<file path="config.mk">
export PLATFORM = sky130hd
export DESIGN_NAME = dual_boot_ctrl
export DESIGN_NICKNAME = d
export VERILOG_FILES = /design/src/rtl/dual_boot_ctrl_pkg.sv /design/src/rtl/key_debounce.sv /design/src/rtl/dual_boot_ctrl.sv
export SDC_FILE = /design/constraint.sdc
export NUM_CORES = 1
export LEC_CHECK = 0
export ABC_AREA = 1
export BUFFER_PORTS_ARGS = -buffer_cell sky130_fd_sc_hd__buf_4
export CORE_ASPECT_RATIO = 0.5
export CORE_MARGIN = 3
export CORE_UTILIZATION = 57
export DETAILED_ROUTE_END_ITERATION = 10
export PLACE_DENSITY = 0.85
export SYNTH_ARGS = -nofsm -noshare
export SYNTH_HDL_FRONTEND = slang
export SYNTH_SLANG_ARGS = --single-unit
</file>
<file path="constraint.sdc">
create_clock -name clk -period 1.9 [get_ports clk]
set_input_delay 0 -clock clk [delete_from_list [all_inputs] [get_ports clk]]
set_output_delay 0 -clock clk [all_outputs]
set_load 0.01 [all_outputs]
</file>
<file path="src/rtl/dual_boot_ctrl_pkg.sv">
// Shared constants for the dual-boot reconfiguration controller: the remote-update
// register map, the bit positions inside those registers, and the sequencer states.
package dual_boot_ctrl_pkg;

  localparam logic [2:0] REG_TRIGGER = 3'd0;
  localparam logic [2:0] REG_CONFIG  = 3'd1;
  localparam logic [2:0] REG_STATUS  = 3'd3;

  localparam int BUSY_BIT = 0;
  localparam int OVR_BIT  = 0;
  localparam int SEL_BIT  = 1;

  localparam logic [31:0] TRIGGER_WORD = 32'h0000_0001;

  typedef enum logic [2:0] {
    ST_IDLE      = 3'd0,
    ST_POLL_RD   = 3'd1,
    ST_POLL_WAIT = 3'd2,
    ST_SEL_WR    = 3'd3,
    ST_TRIG_WR   = 3'd4,
    ST_DONE      = 3'd5
  } state_t;

  // Config register word: force the image choice and select the requested image.
  function automatic logic [31:0] config_word(input logic sel);
    logic [31:0] word;
    word          = 32'h0000_0000;
    word[OVR_BIT] = 1'b1;
    word[SEL_BIT] = sel;
    return word;
  endfunction

endpackage

</file>
<file path="src/rtl/key_debounce.sv">
// One push button: two-flop synchronizer, stability counter and a single-cycle
// press event on the debounced falling edge (keys are active-low).
module key_debounce #(
  parameter int DEBOUNCE_CYCLES = 1_000_000
) (
  input  logic clk,
  input  logic reset_n,
  input  logic key_n,
  output logic press
);

  localparam int CNT_W = (DEBOUNCE_CYCLES > 1) ? $clog2(DEBOUNCE_CYCLES) : 1;
  localparam logic [CNT_W-1:0] CNT_LAST = CNT_W'(DEBOUNCE_CYCLES - 1);

  logic             sync_meta_r;
  logic             sync_r;
  logic             level_r;
  logic             stable_r;
  logic [CNT_W-1:0] cnt_r;
  logic             press_r;

  logic             stable_next_s;
  logic [CNT_W-1:0] cnt_next_s;
  logic             press_next_s;

  // Stability counter: restart on any level change, commit the level once it has held.
  always_comb begin
    cnt_next_s    = cnt_r;
    stable_next_s = stable_r;
    if (sync_r != level_r) begin
      cnt_next_s = {CNT_W{1'b0}};
    end else if (cnt_r == CNT_LAST) begin
      stable_next_s = level_r;
    end else begin
      cnt_next_s = cnt_r + CNT_W'(1);
    end
    press_next_s = stable_r & ~stable_next_s;
  end

  // Synchronizer, debounce and event registers; released level is 1.
  always_ff @(posedge clk or negedge reset_n) begin
    if (!reset_n) begin
      sync_meta_r <= 1'b1;
      sync_r      <= 1'b1;
      level_r     <= 1'b1;
      stable_r    <= 1'b1;
      cnt_r       <= {CNT_W{1'b0}};
      press_r     <= 1'b0;
    end else begin
      sync_meta_r <= key_n;
      sync_r      <= sync_meta_r;
      level_r     <= sync_r;
      stable_r    <= stable_next_s;
      cnt_r       <= cnt_next_s;
      press_r     <= press_next_s;
    end
  end

  assign press = press_r;

endmodule

</file>
<file path="src/rtl/dual_boot_ctrl.sv">
// Key-driven sequencer for the MAX 10 dual-boot IP: waits for the IP to go idle,
// programs the image select, fires the reconfiguration trigger and reports status.
module dual_boot_ctrl
  import dual_boot_ctrl_pkg::*;
#(
  parameter int DEBOUNCE_CYCLES = 1_000_000,
  parameter int POLL_TIMEOUT    = 65535
) (
  input  logic        clk,
  input  logic        reset_n,
  input  logic [1:0]  key_n,
  output logic [2:0]  avm_address,
  output logic        avm_read,
  output logic        avm_write,
  output logic [31:0] avm_writedata,
  input  logic [31:0] avm_readdata,
  input  logic        avm_readdatavalid,
  input  logic        avm_waitrequest,
  output logic        busy,
  output logic        error,
  output logic        image_sel,
  output logic        done
);

  localparam int POLL_W = (POLL_TIMEOUT > 1) ? $clog2(POLL_TIMEOUT) : 1;
  localparam logic [POLL_W-1:0] POLL_LAST = POLL_W'(POLL_TIMEOUT - 1);

  logic        press0_s;
  logic        press1_s;
  logic        unused_s;

  state_t      state_r;
  state_t      state_next_s;
  logic [POLL_W-1:0] poll_cnt_r;
  logic [POLL_W-1:0] poll_next_s;
  logic        image_sel_r;
  logic        img_next_s;
  logic        error_r;
  logic        err_next_s;

  logic [2:0]  avm_address_r;
  logic        avm_read_r;
  logic        avm_write_r;
  logic [31:0] avm_writedata_r;
  logic        busy_r;
  logic        done_r;

  logic [2:0]  addr_next_s;
  logic        rd_next_s;
  logic        wr_next_s;
  logic [31:0] wdata_next_s;
  logic        busy_next_s;
  logic        done_next_s;

  key_debounce #(.DEBOUNCE_CYCLES(DEBOUNCE_CYCLES)) u_key0 (
    .clk     (clk),
    .reset_n (reset_n),
    .key_n   (key_n[0]),
    .press   (press0_s)
  );

  key_debounce #(.DEBOUNCE_CYCLES(DEBOUNCE_CYCLES)) u_key1 (
    .clk     (clk),
    .reset_n (reset_n),
    .key_n   (key_n[1]),
    .press   (press1_s)
  );

  // Only the busy flag of the status word matters to the sequencer.
  assign unused_s = ^avm_readdata[31:1];

  // Sequencer next state plus the request bookkeeping it owns.
  always_comb begin
    state_next_s = state_r;
    poll_next_s  = poll_cnt_r;
    img_next_s   = image_sel_r;
    err_next_s   = error_r;
    case (state_r)
      ST_IDLE: begin
        if (press0_s || press1_s) begin
          state_next_s = ST_POLL_RD;
          img_next_s   = press0_s ? 1'b0 : 1'b1;
          err_next_s   = 1'b0;
          poll_next_s  = {POLL_W{1'b0}};
        end else begin
          state_next_s = ST_IDLE;
        end
      end
      ST_POLL_RD: begin
        if (!avm_waitrequest) begin
          state_next_s = ST_POLL_WAIT;
        end else begin
          state_next_s = ST_POLL_RD;
        end
      end
      ST_POLL_WAIT: begin
        if (avm_readdatavalid) begin
          if (!avm_readdata[BUSY_BIT]) begin
            state_next_s = ST_SEL_WR;
          end else if (poll_cnt_r == POLL_LAST) begin
            err_next_s   = 1'b1;
            state_next_s = ST_IDLE;
          end else begin
            poll_next_s  = poll_cnt_r + POLL_W'(1);
            state_next_s = ST_POLL_RD;
          end
        end else begin
          state_next_s = ST_POLL_WAIT;
        end
      end
      ST_SEL_WR: begin
        if (!avm_waitrequest) begin
          state_next_s = ST_TRIG_WR;
        end else begin
          state_next_s = ST_SEL_WR;
        end
      end
      ST_TRIG_WR: begin
        if (!avm_waitrequest) begin
          state_next_s = ST_DONE;
        end else begin
          state_next_s = ST_TRIG_WR;
        end
      end
      ST_DONE: begin
        state_next_s = ST_IDLE;
      end
      default: begin
        state_next_s = ST_IDLE;
      end
    endcase
  end

  // Bus and status values for the state being entered, so outputs are registered.
  always_comb begin
    rd_next_s    = 1'b0;
    wr_next_s    = 1'b0;
    addr_next_s  = 3'd0;
    wdata_next_s = 32'h0000_0000;
    case (state_next_s)
      ST_POLL_RD: begin
        rd_next_s   = 1'b1;
        addr_next_s = REG_STATUS;
      end
      ST_SEL_WR: begin
        wr_next_s    = 1'b1;
        addr_next_s  = REG_CONFIG;
        wdata_next_s = config_word(img_next_s);
      end
      ST_TRIG_WR: begin
        wr_next_s    = 1'b1;
        addr_next_s  = REG_TRIGGER;
        wdata_next_s = TRIGGER_WORD;
      end
      default: begin
        rd_next_s = 1'b0;
      end
    endcase
    busy_next_s = (state_next_s != ST_IDLE);
    done_next_s = (state_next_s == ST_DONE);
  end

  // State and output registers; reset drops any transfer in flight.
  always_ff @(posedge clk or negedge reset_n) begin
    if (!reset_n) begin
      state_r         <= ST_IDLE;
      poll_cnt_r      <= {POLL_W{1'b0}};
      image_sel_r     <= 1'b0;
      error_r         <= 1'b0;
      avm_address_r   <= 3'd0;
      avm_read_r      <= 1'b0;
      avm_write_r     <= 1'b0;
      avm_writedata_r <= 32'h0000_0000;
      busy_r          <= 1'b0;
      done_r          <= 1'b0;
    end else begin
      state_r         <= state_next_s;
      poll_cnt_r      <= poll_next_s;
      image_sel_r     <= img_next_s;
      error_r         <= err_next_s;
      avm_address_r   <= addr_next_s;
      avm_read_r      <= rd_next_s;
      avm_write_r     <= wr_next_s;
      avm_writedata_r <= wdata_next_s;
      busy_r          <= busy_next_s;
      done_r          <= done_next_s;
    end
  end

  assign avm_address   = avm_address_r;
  assign avm_read      = avm_read_r;
  assign avm_write     = avm_write_r;
  assign avm_writedata = avm_writedata_r;
  assign busy          = busy_r;
  assign error         = error_r;
  assign image_sel     = image_sel_r;
  assign done          = done_r;

endmodule

</file>
==> flow_summary.ini <==
[outcome]
status = completed

[sta]
rsz0062_at_grt = no
fmax_ghz = 0.559
skew_ns = 0.00657
hold_violations = 0
fin_crit_ns = 1.79
setup-violations-final = 0
timing.final.ws_setup_ns = 0.111
fin_crit_sh_pct = 94.2
worstMarginPinSlew_ns = 0.540
relSlewSlack_pct = 63.7
drv_slew = 0
setup_tns_ns = 0

[logic_synthesis]
yosys_register_bits = 78
synth_fa_ha_area_share_pct = 1.10
async_flop_share_pct = 100
synthSimpleGateAreaFrac_pct = 37.3
yosys.area.top_type = dfrtp_1
yosysUniqueCellTypes = 39
synth_ff_type = dfrtp_1
yosys_warnings = 0
netlist_area_mm2 = 0.00456
synth_top_family_by_area = simple AND/OR/NAND/NOR gates
synthXorXnorAreaFrac_pct = 3.46
syn_area_per_cell_um2 = 7.29
netlist.area_leader.share_pct = 38.4
synth_compound_area_share_pct = 3.90
synth_mux_area_share_pct = 0
synth_edf_count = 0
netlist_instances = 626
yosys-top-cells-area = dfrtp_1, nand2_1, nor2_1
ys_seq_area_share_pct = 43.0

[route]
drc = 0
detail_route.wl_per_cell_um = 11.9
wl_met3_um = 461
drtIter0Drc = 236
wl_met2_mm = 4.37
drt-met1-wl_mm = 4.19
detail-route-antenna-nets = 0
viasPerCell = 5.05
drt-total-wl_mm = 9.13
vias = 3886
highest_layer = met4
drt_first_pass_iters = 5

[worst_setup_path]
cp_slowest_cell = nor3_1
r2r_setup_slack_ns = 0.11
crit_fanout = 6
required_ns = 2.18
cp_num_buf_inv = 0
slowest_delay_ns = 0.43
startpoint_type = flop
r2r-start = u_key0.cnt_r[1]
critical_path_arrival_ns = 2.07
rr_worst_depth = 8
critical-path-top-delay-family = simple AND/OR/NAND/NOR gates
reg2reg_to = u_key0.stable_r
worst-path-stages = 8
cp_cell_sequence = ha_1 > nand2_1 > nor3_1 > nand3_1 > nor2_1 > nand2_1 > nand2_1 > nand2_1
critPathKind = flop to flop
crit_path_frequent_cell = nand2_1
critPathCaptureType = flop

[grt]
grt_max_degree = 37
antenna_found_initial = 0
grt_first_pass_wirelength_mm = 16.0
grt_use_total_pct = 21.1
grt-ovfl-total = 0
grt_pass1_vias = 3703

[die]
die_area_mm2 = 0.00918
core_area_mm2 = 0.00754
start_util_pct = 60.5
die_width_um = 133
ios = 79
die_y_um = 69.3
row_count = 22

[cells_and_area]
final_cells = 770
areaGrowthSynthToFinish_pct = 11.2
finalInstanceArea_mm2 = 0.00507
diodes = 0
layout_common_cells = nand2_1, nor2_1, dfrtp_1, inv_1, nand3_1
drive_above_1_share_pct = 11.5
final_common_cell = nand2_1
nNetsFinal = 699

[placed_design]
numPortBuffers = 16
place_ws_ns = 0.247
dp.cells = 750
hpwl_mm = 6.48
dpl-instance-area_mm2 = 0.00470
gp_congestion = 0.927

[clock_tree]
cts_tree = yes
htree_levels = 3
root_buffer = clkbuf_16
cts.path.max_buffers = 2
cts_sinks = 78
clkTransAtPathRegs_ns = 0.06
clock_latency_ns = 0.34
cts_buffers = 9
postCtsSetupBuffers = 0

[pwr]
sw_frac_of_total_pct = 31.3
p_per_area_mw_per_mm2 = 939
ir_drop_v = 0.000624
power_frac_clock_pct = 39.8
power_frac_seq_pct = 39.3
comb_power_share_pct = 20.9
leakage_nw = 2.34
p_int_w = 0.00327
p_sw_w = 0.00149

[job]
maxCapViolCount = 0

[hold_path]
min_from = avm_readdatavalid
hold_end = state_r[1]
hold_depth = 4
hold_class = primary input to flop
-- metal layers --
| metal | vias to the layer above | track usage (%) |
|---|---|---|
| met2 | 96 | 34.8 |
| li1 | 1973 | - |
| met4 | 0 | 7.72 |
| met5 | - | 0 |
| met3 | 12 | 6.09 |
| met1 | 1805 | 26.8 |
-- cell families (layout without fill, tap and decap cells) --
kind of cell,Yosys count,count (layout)
flops,78,78
simple gates,396,396
other cells,1,31
xor+xnor,18,18
buf+inv,97,103
compound gates,32,32
fa+ha+maj,4,4
-- power groups by stage --
| stage | clock network [W] | logic [W] | registers (W) |
|---|---|---|---|
| 3_5_place_dp | 0 | 0.000989 | 0.00190 |
| 4_1_cts | 0.00194 | 0.00100 | 0.00187 |
| 3_3_place_gp | 0 | 0.000967 | 0.00190 |
| 6_report | 0.00190 | 0.000995 | 0.00187 |
| 2_1_floorplan | 0 | 0.000818 | 0.00191 |
| 5_1_grt | 0.00200 | 0.00112 | 0.00189 |
-- repair_timing --
action | in CTS | in global routing
hold buffers | 4 | 0
hold endpoints to repair | 64 | 0
setup endpoints to repair | 0 | 0
gates resized for setup | 0 | 0
-- worst min-delay path: stages --
cell and delay (ns):
buf_4 0.08, nand2_1 0.04, nand2_1 0.07, nand2_1 0.10
-- registers in the layout (all words and copies together), names as in the netlist --
register and count:
avm_address 2, avm_read 1, avm_writedata 2, busy 1, done 1, error 1
image_sel 1, poll_cnt_r 16, state_r 3, u_key0.cnt_r 20, u_key0.level_r 1, u_key0.press 1
u_key0.stable_r 1, u_key0.sync_meta_r 1, u_key0.sync_r 1, u_key1.cnt_r 20, u_key1.level_r 1, u_key1.press 1
u_key1.stable_r 1, u_key1.sync_meta_r 1, u_key1.sync_r 1
-- how the worst max path moves through the flow --
stage | start | endpoint
2_1_floorplan | poll_cnt_r[0] | poll_cnt_r[11]
3_3_place_gp | u_key0.cnt_r[0] | u_key0.stable_r
3_5_place_dp | u_key0.cnt_r[0] | u_key0.stable_r
4_1_cts | u_key0.cnt_r[0] | u_key0.stable_r
5_1_grt | poll_cnt_r[0] | poll_cnt_r[14]
6_report | u_key0.cnt_r[1] | u_key0.stable_r
-- synthesized netlist by cell type (all sizes together) (8+ instances only) --
cell type / count
inv: 59
nand3: 43
nand4: 15
a21oi: 11
buf: 36
xor2: 15
o21ai: 15
nor3: 16
nand2: 197
dfrtp: 70
nor2: 116
dfstp: 8
-- per-stage QoR --
step,utilization [%],hold WS (ns),total power (W)
after floorplan,-,-0.296,0.00273
after global placement,62.3,-0.0297,0.00286
after detailed placement,62.3,-0.0276,0.00289
after CTS,67.3,0.0184,0.00482
after global routing,67.3,0.0407,0.00501
final,67.3,0.0280,0.00476
-- cell type report --
type,instances,area [µm²]
Timing Repair Buffer,28,220
Tap cell,108,135
Inverter,59,221
Clock inverter,6,93.8
Clock buffer,10,239
Multi-Input combinational cell,481,2200
Sequential cell,78,1960
Fill cell,623,2470
No activity file was read; power rests on OpenSTA's default activity.
